## config.mk

```make
export PLATFORM = sky130hd
export DESIGN_NAME = cavlc_coeff_pingpong_buf
export DESIGN_NICKNAME = d
export VERILOG_FILES = /design/src/rtl/cavlc_coeff_pingpong_buf.sv
export SDC_FILE = /design/constraint.sdc
export NUM_CORES = 1
export LEC_CHECK = 0
export CAP_MARGIN = 20
export CORE_MARGIN = 8
export CORE_UTILIZATION = 48
export CTS_BUF_LIST = sky130_fd_sc_hd__clkbuf_4
export CTS_CLUSTER_SIZE = 16
export DETAILED_ROUTE_END_ITERATION = 8
export GPL_TIMING_DRIVEN = 0
export PLACE_DENSITY = 0.75
export SYNTH_ARGS = -nofsm -noshare
export SYNTH_HDL_FRONTEND = slang
export SYNTH_SLANG_ARGS = --single-unit
```

## constraint.sdc

```tcl
create_clock -name clk -period 3.8 [get_ports clk]
set_clock_uncertainty 0.1 [all_clocks]
set_input_delay 0.95 -clock clk [delete_from_list [all_inputs] [get_ports clk]]
set_output_delay 0.95 -clock clk [all_outputs]
set_load 0.05 [all_outputs]
```

## src/rtl/cavlc_coeff_pingpong_buf.sv

```systemverilog
// Two-bank 4x4 coefficient ping-pong buffer feeding a CAVLC encoder in zigzag order.
// Define CAVLC_BUF_STATS_EN to register per-block total_coeff / trailing_ones alongside each bank.
module cavlc_coeff_pingpong_buf #(
    parameter int COEFF_W = 8
) (
    input  logic                   clk,
    input  logic                   rst,
    input  logic                   in_valid_i,
    output logic                   in_ready_o,
    input  logic [16*COEFF_W-1:0]  in_coeff_i,
    input  logic                   scan_rev_i,
    output logic                   out_valid_o,
    input  logic                   out_ready_i,
    output logic [COEFF_W-1:0]     out_coeff_o,
    output logic [3:0]             out_idx_o,
    output logic                   out_last_o,
    output logic [4:0]             out_total_coeff_o,
    output logic [1:0]             out_trailing_ones_o
);

    function automatic logic [3:0] zz_addr(input logic [3:0] pos);
        case (pos)
            4'd0:    zz_addr = 4'd0;
            4'd1:    zz_addr = 4'd1;
            4'd2:    zz_addr = 4'd4;
            4'd3:    zz_addr = 4'd8;
            4'd4:    zz_addr = 4'd5;
            4'd5:    zz_addr = 4'd2;
            4'd6:    zz_addr = 4'd3;
            4'd7:    zz_addr = 4'd6;
            4'd8:    zz_addr = 4'd9;
            4'd9:    zz_addr = 4'd12;
            4'd10:   zz_addr = 4'd13;
            4'd11:   zz_addr = 4'd10;
            4'd12:   zz_addr = 4'd7;
            4'd13:   zz_addr = 4'd11;
            4'd14:   zz_addr = 4'd14;
            default: zz_addr = 4'd15;
        endcase
    endfunction

    logic [COEFF_W-1:0] mem_q [2][16];
    logic [1:0]         full_q, full_d;
    logic [1:0]         rev_q;
    logic               wr_ptr_q, wr_ptr_d;
    logic               rd_ptr_q, rd_ptr_d;
    logic [3:0]         idx_q, idx_d;

    logic               wr_en;
    logic               rd_en;
    logic [3:0]         scan_pos;
    logic [3:0]         rd_addr;

    assign in_ready_o  = ~full_q[wr_ptr_q];
    assign out_valid_o = full_q[rd_ptr_q];
    assign wr_en       = in_valid_i & in_ready_o;
    assign rd_en       = out_valid_o & out_ready_i;

    assign scan_pos    = rev_q[rd_ptr_q] ? (4'd15 - idx_q) : idx_q;
    assign rd_addr     = zz_addr(scan_pos);
    assign out_coeff_o = out_valid_o ? mem_q[rd_ptr_q][rd_addr] : '0;
    assign out_idx_o   = idx_q;
    assign out_last_o  = out_valid_o & (idx_q == 4'd15);

    // A write can only target an empty bank and a free only a full one, so both
    // updates to full_d never collide on the same bit.
    always_comb begin
        full_d   = full_q;
        wr_ptr_d = wr_ptr_q;
        rd_ptr_d = rd_ptr_q;
        idx_d    = idx_q;
        if (wr_en) begin
            full_d[wr_ptr_q] = 1'b1;
            wr_ptr_d         = ~wr_ptr_q;
        end
        if (rd_en) begin
            if (idx_q == 4'd15) begin
                idx_d            = '0;
                full_d[rd_ptr_q] = 1'b0;
                rd_ptr_d         = ~rd_ptr_q;
            end else begin
                idx_d = idx_q + 4'd1;
            end
        end
    end

    always_ff @(posedge clk or negedge rst) begin
        if (!rst) begin
            full_q   <= '0;
            rev_q    <= '0;
            wr_ptr_q <= 1'b0;
            rd_ptr_q <= 1'b0;
            idx_q    <= '0;
            for (int unsigned b = 0; b < 2; b++) begin
                for (int unsigned k = 0; k < 16; k++) begin
                    mem_q[b][k] <= '0;
                end
            end
        end else begin
            full_q   <= full_d;
            wr_ptr_q <= wr_ptr_d;
            rd_ptr_q <= rd_ptr_d;
            idx_q    <= idx_d;
            if (wr_en) begin
                rev_q[wr_ptr_q] <= scan_rev_i;
                for (int unsigned k = 0; k < 16; k++) begin
                    mem_q[wr_ptr_q][k] <= in_coeff_i[k*COEFF_W +: COEFF_W];
                end
            end
        end
    end

`ifdef CAVLC_BUF_STATS_EN
    localparam logic [COEFF_W-1:0] ONE = {{(COEFF_W-1){1'b0}}, 1'b1};

    logic [4:0]         tc_q [2];
    logic [1:0]         t1_q [2];
    logic [4:0]         wr_tc;
    logic [1:0]         wr_t1;
    logic               t1_stop;
    logic [COEFF_W-1:0] stat_v;

    // Trailing ones always walk from (3,3) back toward (0,0), regardless of scan_rev.
    always_comb begin
        wr_tc   = '0;
        wr_t1   = '0;
        t1_stop = 1'b0;
        stat_v  = '0;
        for (int unsigned k = 0; k < 16; k++) begin
            if (in_coeff_i[k*COEFF_W +: COEFF_W] != '0) begin
                wr_tc = wr_tc + 5'd1;
            end
        end
        for (int unsigned k = 0; k < 16; k++) begin
            stat_v = in_coeff_i[zz_addr(4'(15 - k))*COEFF_W +: COEFF_W];
            if (!t1_stop && (stat_v != '0)) begin
                if ((stat_v == ONE) || (stat_v == '1)) begin
                    if (wr_t1 != 2'd3) begin
                        wr_t1 = wr_t1 + 2'd1;
                    end
                end else begin
                    t1_stop = 1'b1;
                end
            end
        end
    end

    always_ff @(posedge clk or negedge rst) begin
        if (!rst) begin
            tc_q[0] <= '0;
            tc_q[1] <= '0;
            t1_q[0] <= '0;
            t1_q[1] <= '0;
        end else if (wr_en) begin
            tc_q[wr_ptr_q] <= wr_tc;
            t1_q[wr_ptr_q] <= wr_t1;
        end
    end

    assign out_total_coeff_o   = out_valid_o ? tc_q[rd_ptr_q] : '0;
    assign out_trailing_ones_o = out_valid_o ? t1_q[rd_ptr_q] : '0;
`else
    assign out_total_coeff_o   = '0;
    assign out_trailing_ones_o = '0;
`endif

endmodule
```

After elaboration in Yosys (flattened, before gate mapping)

Memories as Yosys holds them, arrays and structs flattened.
Cells that the tools add are included.

Register bits: 266
Bits in read-only memories: 64
Output and inout bits: 22
Word-level logic and storage cells: 136
Memories kept: 1
Input bits: 133

Memory list:

| name             | depth | width | read ports | clocked after Yosys merged registers in | wr ports | RTL line | text |
|---|---|---|---|---|---|---|---|
| (name not given) | 16    | 4     | 1          | 0                                       | 0        | 22       | `case (pos)` |

Multiplexer cells: 71
Equality and inequality tests: 1
Add/sub/neg operators: 2
$lt $le $gt $ge: 8
Reduce and logical (&&, ||, !) cells: 4
Bitwise logic cells: 12

Operator list:

| cell                 | number |
|---|---|
| $bwmux W256          | 16 |
| $demux W128 S1       | 16 |
| $mux W128            | 4 |
| $mux W120            | 1 |
| $mux W112            | 1 |
| $mux W104            | 1 |
| $mux W96             | 1 |
| $mux W88             | 1 |
| $mux W80             | 1 |
| $mux W72             | 1 |
| $mux W64             | 1 |
| $mux W56             | 1 |
| $mux W48             | 1 |
| $mux W40             | 1 |
| $bmux W8 S4          | 1 |
| $mux W32             | 1 |
| $mux W8              | 4 |
| $mux W24             | 1 |
| $mux W16             | 1 |
| $mux W1              | 8 |
| $mux W4              | 2 |
| $mux W2              | 3 |
| $ge A5 B5 Y1 const B | 1 |
| $not A4 Y5           | 1 |
| other kinds (17)     | 28 |

Longest topological paths before layout

Gate-level depths: netlist of the first run.

Depth in word-level cells: 21
Mapped depth: 14
Depth with buffers taken out: 10

Worst setup path before layout of the first run

Ideal clock, no wire load.

Path type: reg2out
Start point: reg idx_q[1], in the netlist out_idx_o[1]
End point: out out_coeff_o[0]
Slack: -1042 ps
Arrival: 3792 ps
Stages on the path, launching flop included: 14
Data required time: 2750 ps
Path buffers: 4
Cell sequence: dfrtp_1 > buf_2 > xnor2_1 > ha_1 > or3_1 > a41o_1 > nand3_2 > buf_6 > buf_6 > buf_4 > nand2_1 > a32oi_1 > a21boi_0 > a211oi_1

Longest elaborated chain between the ends: 8

Ends and longest elaborated chain:

| element                                         | RTL line | text |
|---|---|---|
| start, declared                                 | 47       | `logic [3:0] idx_q, idx_d;` |
| start signal, assigned                          | 103      | `idx_q <= idx_d;` |
| $sub A4 B4 Y4                                   | 59       | `assign scan_pos = rev_q[rd_ptr_q] ? (4'd15 - idx_q) : idx_q;` |
| $mux W4 (*)                                     | 59       |  |
| $mem_v2 Z16 W4 (*)                              | --       |  |
| $not A4 Y5 (not written as such) (*)            | 61       | `assign out_coeff_o = out_valid_o ? mem_q[rd_ptr_q][rd_addr] : '0;` |
| $bmux W8 S4 (*)                                 | 61       |  |
| $mux W8 (not written as such) (*) (2 in series) | 61       |  |
| $mux W8 (*)                                     | 61       |  |
| end, declared                                   | 14       | `output logic [COEFF_W-1:0] out_coeff_o,` |

Every way passes the cells marked *; elsewhere a longest branch is shown, timed or not. The select of a mux whose other input is x is not followed.

Worst setup path after layout of the first run

Start point: reg rd_ptr_q
End point: out out_coeff_o[2]

Longest elaborated chain between the ends: 9
Elaborated cells between the ends (all ways): 15
Those cells by class: mux: 12; bitwise: 2; memory: 1

Ends and longest elaborated chain:

| element                                     | RTL line | text |
|---|---|---|
| start, declared                             | 46       | `logic rd_ptr_q, rd_ptr_d;` |
| start signal, assigned                      | 102      | `rd_ptr_q <= rd_ptr_d;` |
| $mux W1 (not written as such) (2 in series) | 59       |  |
| $mux W4                                     | 59       |  |
| $mem_v2 Z16 W4                              | --       |  |
| $not A4 Y5 (not written as such)            | 61       |  |
| $bmux W8 S4                                 | 61       |  |
| $mux W8 (not written as such) (2 in series) | 61       |  |
| $mux W8 (*)                                 | 61       |  |

Marks and branches as above.

==> impl_metrics.tcl, run 1 <==
set metrics [dict create \
    cts_tree "built" \
    violations "negative setup slack" \
    synth_seq_cells 266 \
    clockBufferDepth 3 \
    crit_type "reg -> out" \
    rsz0062_at_grt "true" \
    synth-async-reset-ratio 1.00 \
    cap_violations 0 \
    nets 1310 \
    cts_sinks 266 \
    r2r_slack_ns 0.79 \
    yosys-top-cells-area "dfrtp_1 53%, mux2_2 24%, mux4_2 4.3%, nand2_1 3.5%, mux2i_1 2.1%" \
    drt_wl_total_um 34600 \
    final_util 0.618 \
    overflow 0 \
    synth-simple-area-share 0.0650 \
    layout_min_cycle_time_ns 4.88 \
    synth_top_area_share 0.535 \
    grt_pass1_wl_um 53700 \
    hp-class "in -> async" \
    synthDistinctLibCells 50 \
    worstSetupStartpointType "flop" \
    die_w_um 177 \
    synth_cells 936 \
    avgViaCountPerCell 5.74 \
    synth.cell_area_um2 12400 \
    critPathRequiredTime_ns 2.75 \
    crit_fanout 8 \
    cts_inserted_buffers 72 \
    synth_top_family_by_area "multiplexers" \
    dp_hpwl_um 24500 \
    finalSetupViolCount 8 \
    maxSlewViolCount 0 \
    rows 59 \
    worstPathCellList "buf_6 > mux2i_4 > xnor2_1 > ha_2 > and3b_1 > o21ai_2 > nand3_4 > buf_12 > buf_12 > buf_16 > mux2i_1 > a32oi_2 > a41oi_2 > a211oi_4 > buf_6" \
    drc 0 \
    setup_ws_ns -1.08 \
    start_util 0.483 \
    grt_max_degree 110 \
    synth_flop_cell "dfrtp_1" \
    fin_crit_sh 1.29 \
    clock_latency_ns 0.65 \
    cpLargestDelayFamily "compound AO/OA/AOI/OAI gates" \
    synth.mux.area_fraction 0.303 \
    syn_avg_cell_area_um2 13.3 \
    antenna_found_initial 1 \
    first_iter_violations 812 \
    synth_top_area_cell "dfrtp_1" \
    area_delta_synth_final_pct 27.9 \
    hold_slack_ns 0.190 \
    worstRegToRegCells 4 \
    grt.total_usage 0.223 \
    die_area_um2 31300 \
    synth-compound-area-share 0.0584 \
    path_depth 15 \
    slowest_delay_ns 0.34 \
    fmax_mhz 205 \
    fin_setup_tns_ns -8.48 \
    detail_route.wl_per_cell_um 22.2 \
    ys_warn_count 0 \
    synth-edff-count 0 \
    gp_congestion 0.877 \
    tightest_slew_ns 0.867 \
    synth_xor_area_frac 0.00493 \
    r2r_end "mem_q[221]$_DFFE_PN0P_" \
    io_buffers 147 \
    vias 8970 \
    r2r-start "wr_ptr_q$_DFFE_PN0N_" \
    critPathSlowestCell "dfrtp_1" \
    arrival_ns 3.83 \
    final_common_cell "dfrtp_1" \
    clk_pin_slew_ns 0.06 \
    ant_nets 0 \
    fp.dieH_um 177 \
    drtPass1Iterations 5 \
    placed_cells 1427 \
    ctsHtreeMaxLevel 3 \
    status "finished with violations" \
    crit_path_end_kind "primary output" \
    final_hold_viol_count 0 \
    final_layout_size_suffix_gt1_frac 0.415 \
    io_pins 155 \
    synth_fa_ha_area_frac 0.00201 \
    crit_buf_inv 5 \
    cts_root_buffer "clkbuf_4" \
    layout.cells.non_filler 1563 \
    final_cell_mix "264 x dfrtp_1, 260 x mux2_2, 136 x clkdlybuf4s50_1" \
    cts_hold_buf 0 \
    relSlewSlack 0.422 \
    core_area_um2 25800 \
    seq_area_frac_synth 0.535 \
    grt_pass1_vias 9629 \
]
## cells in the mapped netlist (8+ instances only)
| cell type | instances |
|---|---|
| o211ai_1 | 15 |
| buf_2 | 12 |
| nand2_1 | 117 |
| mux2_2 | 261 |
| buf_4 | 14 |
| or4_1 | 8 |
| mux4_2 | 24 |
| clkbuf_1 | 37 |
| nand3_1 | 26 |
| a32oi_1 | 24 |
| mux2i_1 | 26 |
| a31oi_1 | 10 |
| dfrtp_1 | 266 |
| a21boi_0 | 8 |
## area by class of cell
class / count / area, um2
timing repair buffer: 162 / 1710
clock buffer: 116 / 871
fill: 2027 / 9840
tap: 335 / 419
multi-input combinational: 600 / 5710
inverter: 3 / 11.3
clock inverter: 10 / 63.8
buffer: 70 / 480
sequential: 266 / 6660
antenna: 1 / 2.50
## through the flow
stage / setup WS (ns) / area (um2)
global placement: -10.61 / 14500
global route: -1.24 / 15900
detailed placement: -1.53 / 14600
floorplan: -0.259 / 12600
CTS: -1.09 / 15800
finish: -1.08 / 15900
## kinds of logic after synthesis
family	count (synthesis)
compound gates	93
xor+xnor	7
fa+ha+maj	2
buf+inv	76
flops	266
mux	313
other cells	1
simple gates	178
## registers in the layout (all words and copies together), names as in the netlist
register	cells
rev_q	2
out_idx_o	4
full_q	2
rd_ptr_q	1
mem_q	256
wr_ptr_q	1
## worst max path at each step
stage	startpoint	to	slack [ns]
2_1_floorplan	rd_ptr_q$_DFFE_PN0P_	out_coeff_o[0]	-0.26
3_3_place_gp	rst	out_idx_o[0]$_DFFE_PN0P_	-10.61
3_5_place_dp	rd_ptr_q$_DFFE_PN0P_	out_coeff_o[2]	-1.53
4_1_cts	rd_ptr_q$_DFFE_PN0P_	out_coeff_o[5]	-1.09
5_1_grt	rd_ptr_q$_DFFE_PN0P_	out_coeff_o[5]	-1.24
6_report	rd_ptr_q$_DFFE_PN0P_	out_coeff_o[2]	-1.08
## metal layers
metal | track usage | routed length [um]
met4 | 0.0949 | 1040
met1 | 0.286 | 14100
met3 | 0.0678 | 3200
met5 | 0 | 0
met2 | 0.345 | 16300
## repair_timing
action,in CTS,in global routing
endpoints found under the setup margin,10,9
cloned,2,0
pin swaps,17,14
resized for setup,110,14
setup buffers,6,4
Power of run 1 is not shown: default switching activity piles up to over one toggle a cycle in this logic, so the estimate is an artifact.
==> run 2: changes to the inputs <==
Settings changed: CAP_MARGIN 20 to 15, CORE_MARGIN 8 to unset.
==> run 2 against run 1 <==
Against the previous run:
- first-iteration DRC count down 21%
- global-route usage rose by 3.5 points
- non-clock buffer count rose by 2
- critical path type unchanged
- setup slack worse by 0.030 ns
- largest cell class unchanged
- worst hold slack lost 0.044 ns
- the run still ends with negative setup slack left
==> impl_metrics.tcl, run 2 (same netlist as run 1, synthesis figures left out) <==
set metrics [dict create \
    rows 58 \
    cts_root_buffer "clkbuf_4" \
    tightest_slew_ns 0.854 \
    final_hold_viol_count 0 \
    avgViaCountPerCell 5.69 \
    crit_buf_inv 4 \
    area_delta_synth_final_pct 26.8 \
    relSlewSlack 0.430 \
    cts_sinks 266 \
    overflow 0 \
    hp-class "in -> async" \
    crit_top_cell "buf_6" \
    maxSlewViolCount 0 \
    wl_met2_um 15700 \
    cts_inserted_buffers 73 \
    fin_setup_tns_ns -8.67 \
    critPathSlowestCell "o211ai_1" \
    violations "negative setup slack" \
    start_util 0.491 \
    grt_max_degree 110 \
    critPathRequiredTime_ns 2.75 \
    layout.cells.non_filler 1552 \
    slowest_delay_ns 0.44 \
    status "finished with violations" \
    drtPass1Iterations 5 \
    dp_hpwl_um 23400 \
    crit_fanout 10 \
    placed_cells 1421 \
    fmax_mhz 203 \
    grt.total_usage 0.258 \
    io_pins 155 \
    fillers 1980 \
    grt_pass1_vias 9285 \
    clock_latency_ns 0.69 \
    final_util 0.623 \
    worstSetupStartpointType "flop" \
    grt_pass1_wl_um 51400 \
    gp_congestion 0.879 \
    first_iter_violations 638 \
    crit_path_end_kind "primary output" \
    final_common_cell "dfrtp_1" \
    io_buffers 147 \
    seq_area_um2 6660 \
    top_layer_used "met4" \
    ctsHtreeMaxLevel 3 \
    drc 0 \
    fin_crit_sh 1.29 \
    drt_wl_total_um 33200 \
    largest_register "mem_q" \
    die_area_um2 26600 \
    ant_nets 0 \
    setup_ws_ns -1.11 \
    worstPathCellList "buf_6 > mux2i_4 > xnor2_1 > ha_2 > or3_1 > a41o_1 > nand3_4 > clkbuf_16 > buf_4 > mux4_2 > o211ai_1 > a211oi_4 > buf_6" \
    cts_tree "built" \
    multi_input_area_um2 5680 \
    nets 1313 \
    final_layout_size_suffix_gt1_frac 0.412 \
    clk_pin_slew_ns 0.06 \
    vias 8835 \
    finalSetupViolCount 8 \
    final_cell_mix "264 x dfrtp_1, 261 x mux2_2, 136 x clkdlybuf4s50_1" \
    dr_wl_met3_um 2540 \
    layout_min_cycle_time_ns 4.91 \
    core_area_um2 25300 \
    cts_hold_buf 0 \
    rsz0062_at_grt "true" \
    detail_route.wl_per_cell_um 21.4 \
    cpLargestDelayFamily "compound AO/OA/AOI/OAI gates" \
    cap_violations 0 \
    fp.dieH_um 163 \
    antenna_found_initial 1 \
    met1Wirelength_um 14200 \
    die_w_um 163 \
    crit_type "reg -> out" \
    arrival_ns 3.86 \
    largest_reg_flops 256 \
    clockBufferDepth 3 \
]
run 2: metal layers:
layer  track usage  vias up
met5             0        -
met4        0.0905        0
met3        0.0574       56
met2         0.408      352
met1         0.349     4495
li1              -     3932
run 2: through the flow:
step / instance area, um2 / setup WS [ns] / hold WS [ns]
final: 15800 / -1.11 / 0.147
after global routing: 15800 / -1.21 / 0.167
after CTS: 15600 / -1.11 / 0.150
after detailed placement: 14600 / -1.53 / 0.391
after global placement: 14500 / -10.58 / 0.382
after floorplan: 12600 / -0.259 / 0.374
run 2: final timing paths:
check	from	to	slack [ns]	cells past startpoint
hold reg to reg	mem_q[243]$_DFFE_PN0P_	mem_q[243]$_DFFE_PN0P_	0.40	1
max in group asynchronous	rst	mem_q[78]$_DFFE_PN0P_	2.52	2
setup / recovery	rd_ptr_q$_DFFE_PN0P_	out_coeff_o[5]	-1.11	13
setup reg to reg	wr_ptr_q$_DFFE_PN0N_	mem_q[222]$_DFFE_PN0P_	0.78	4
min in group clk	mem_q[243]$_DFFE_PN0P_	mem_q[243]$_DFFE_PN0P_	0.40	1
hold / removal	rst	mem_q[177]$_DFFE_PN0P_	0.15	1
run 2: layout make-up:
type                       count  area share
timing repair buffer         163       0.107
clock buffer                 107      0.0509
inverter                       3    0.000713
multi-input combinational    600       0.360
tap                          330      0.0262
buffer                        71      0.0300
antenna                        1    0.000159
clock inverter                11     0.00317
sequential                   266       0.422
run 2: timing repair:
item,in CTS,in global routing
setup endpoints to repair,10,9
gates resized for setup,99,18
pin swaps,13,16
setup buffers,7,3
gates cloned,0,3
hold endpoints to repair,0,0
Power of run 2 is left out for the same reason.
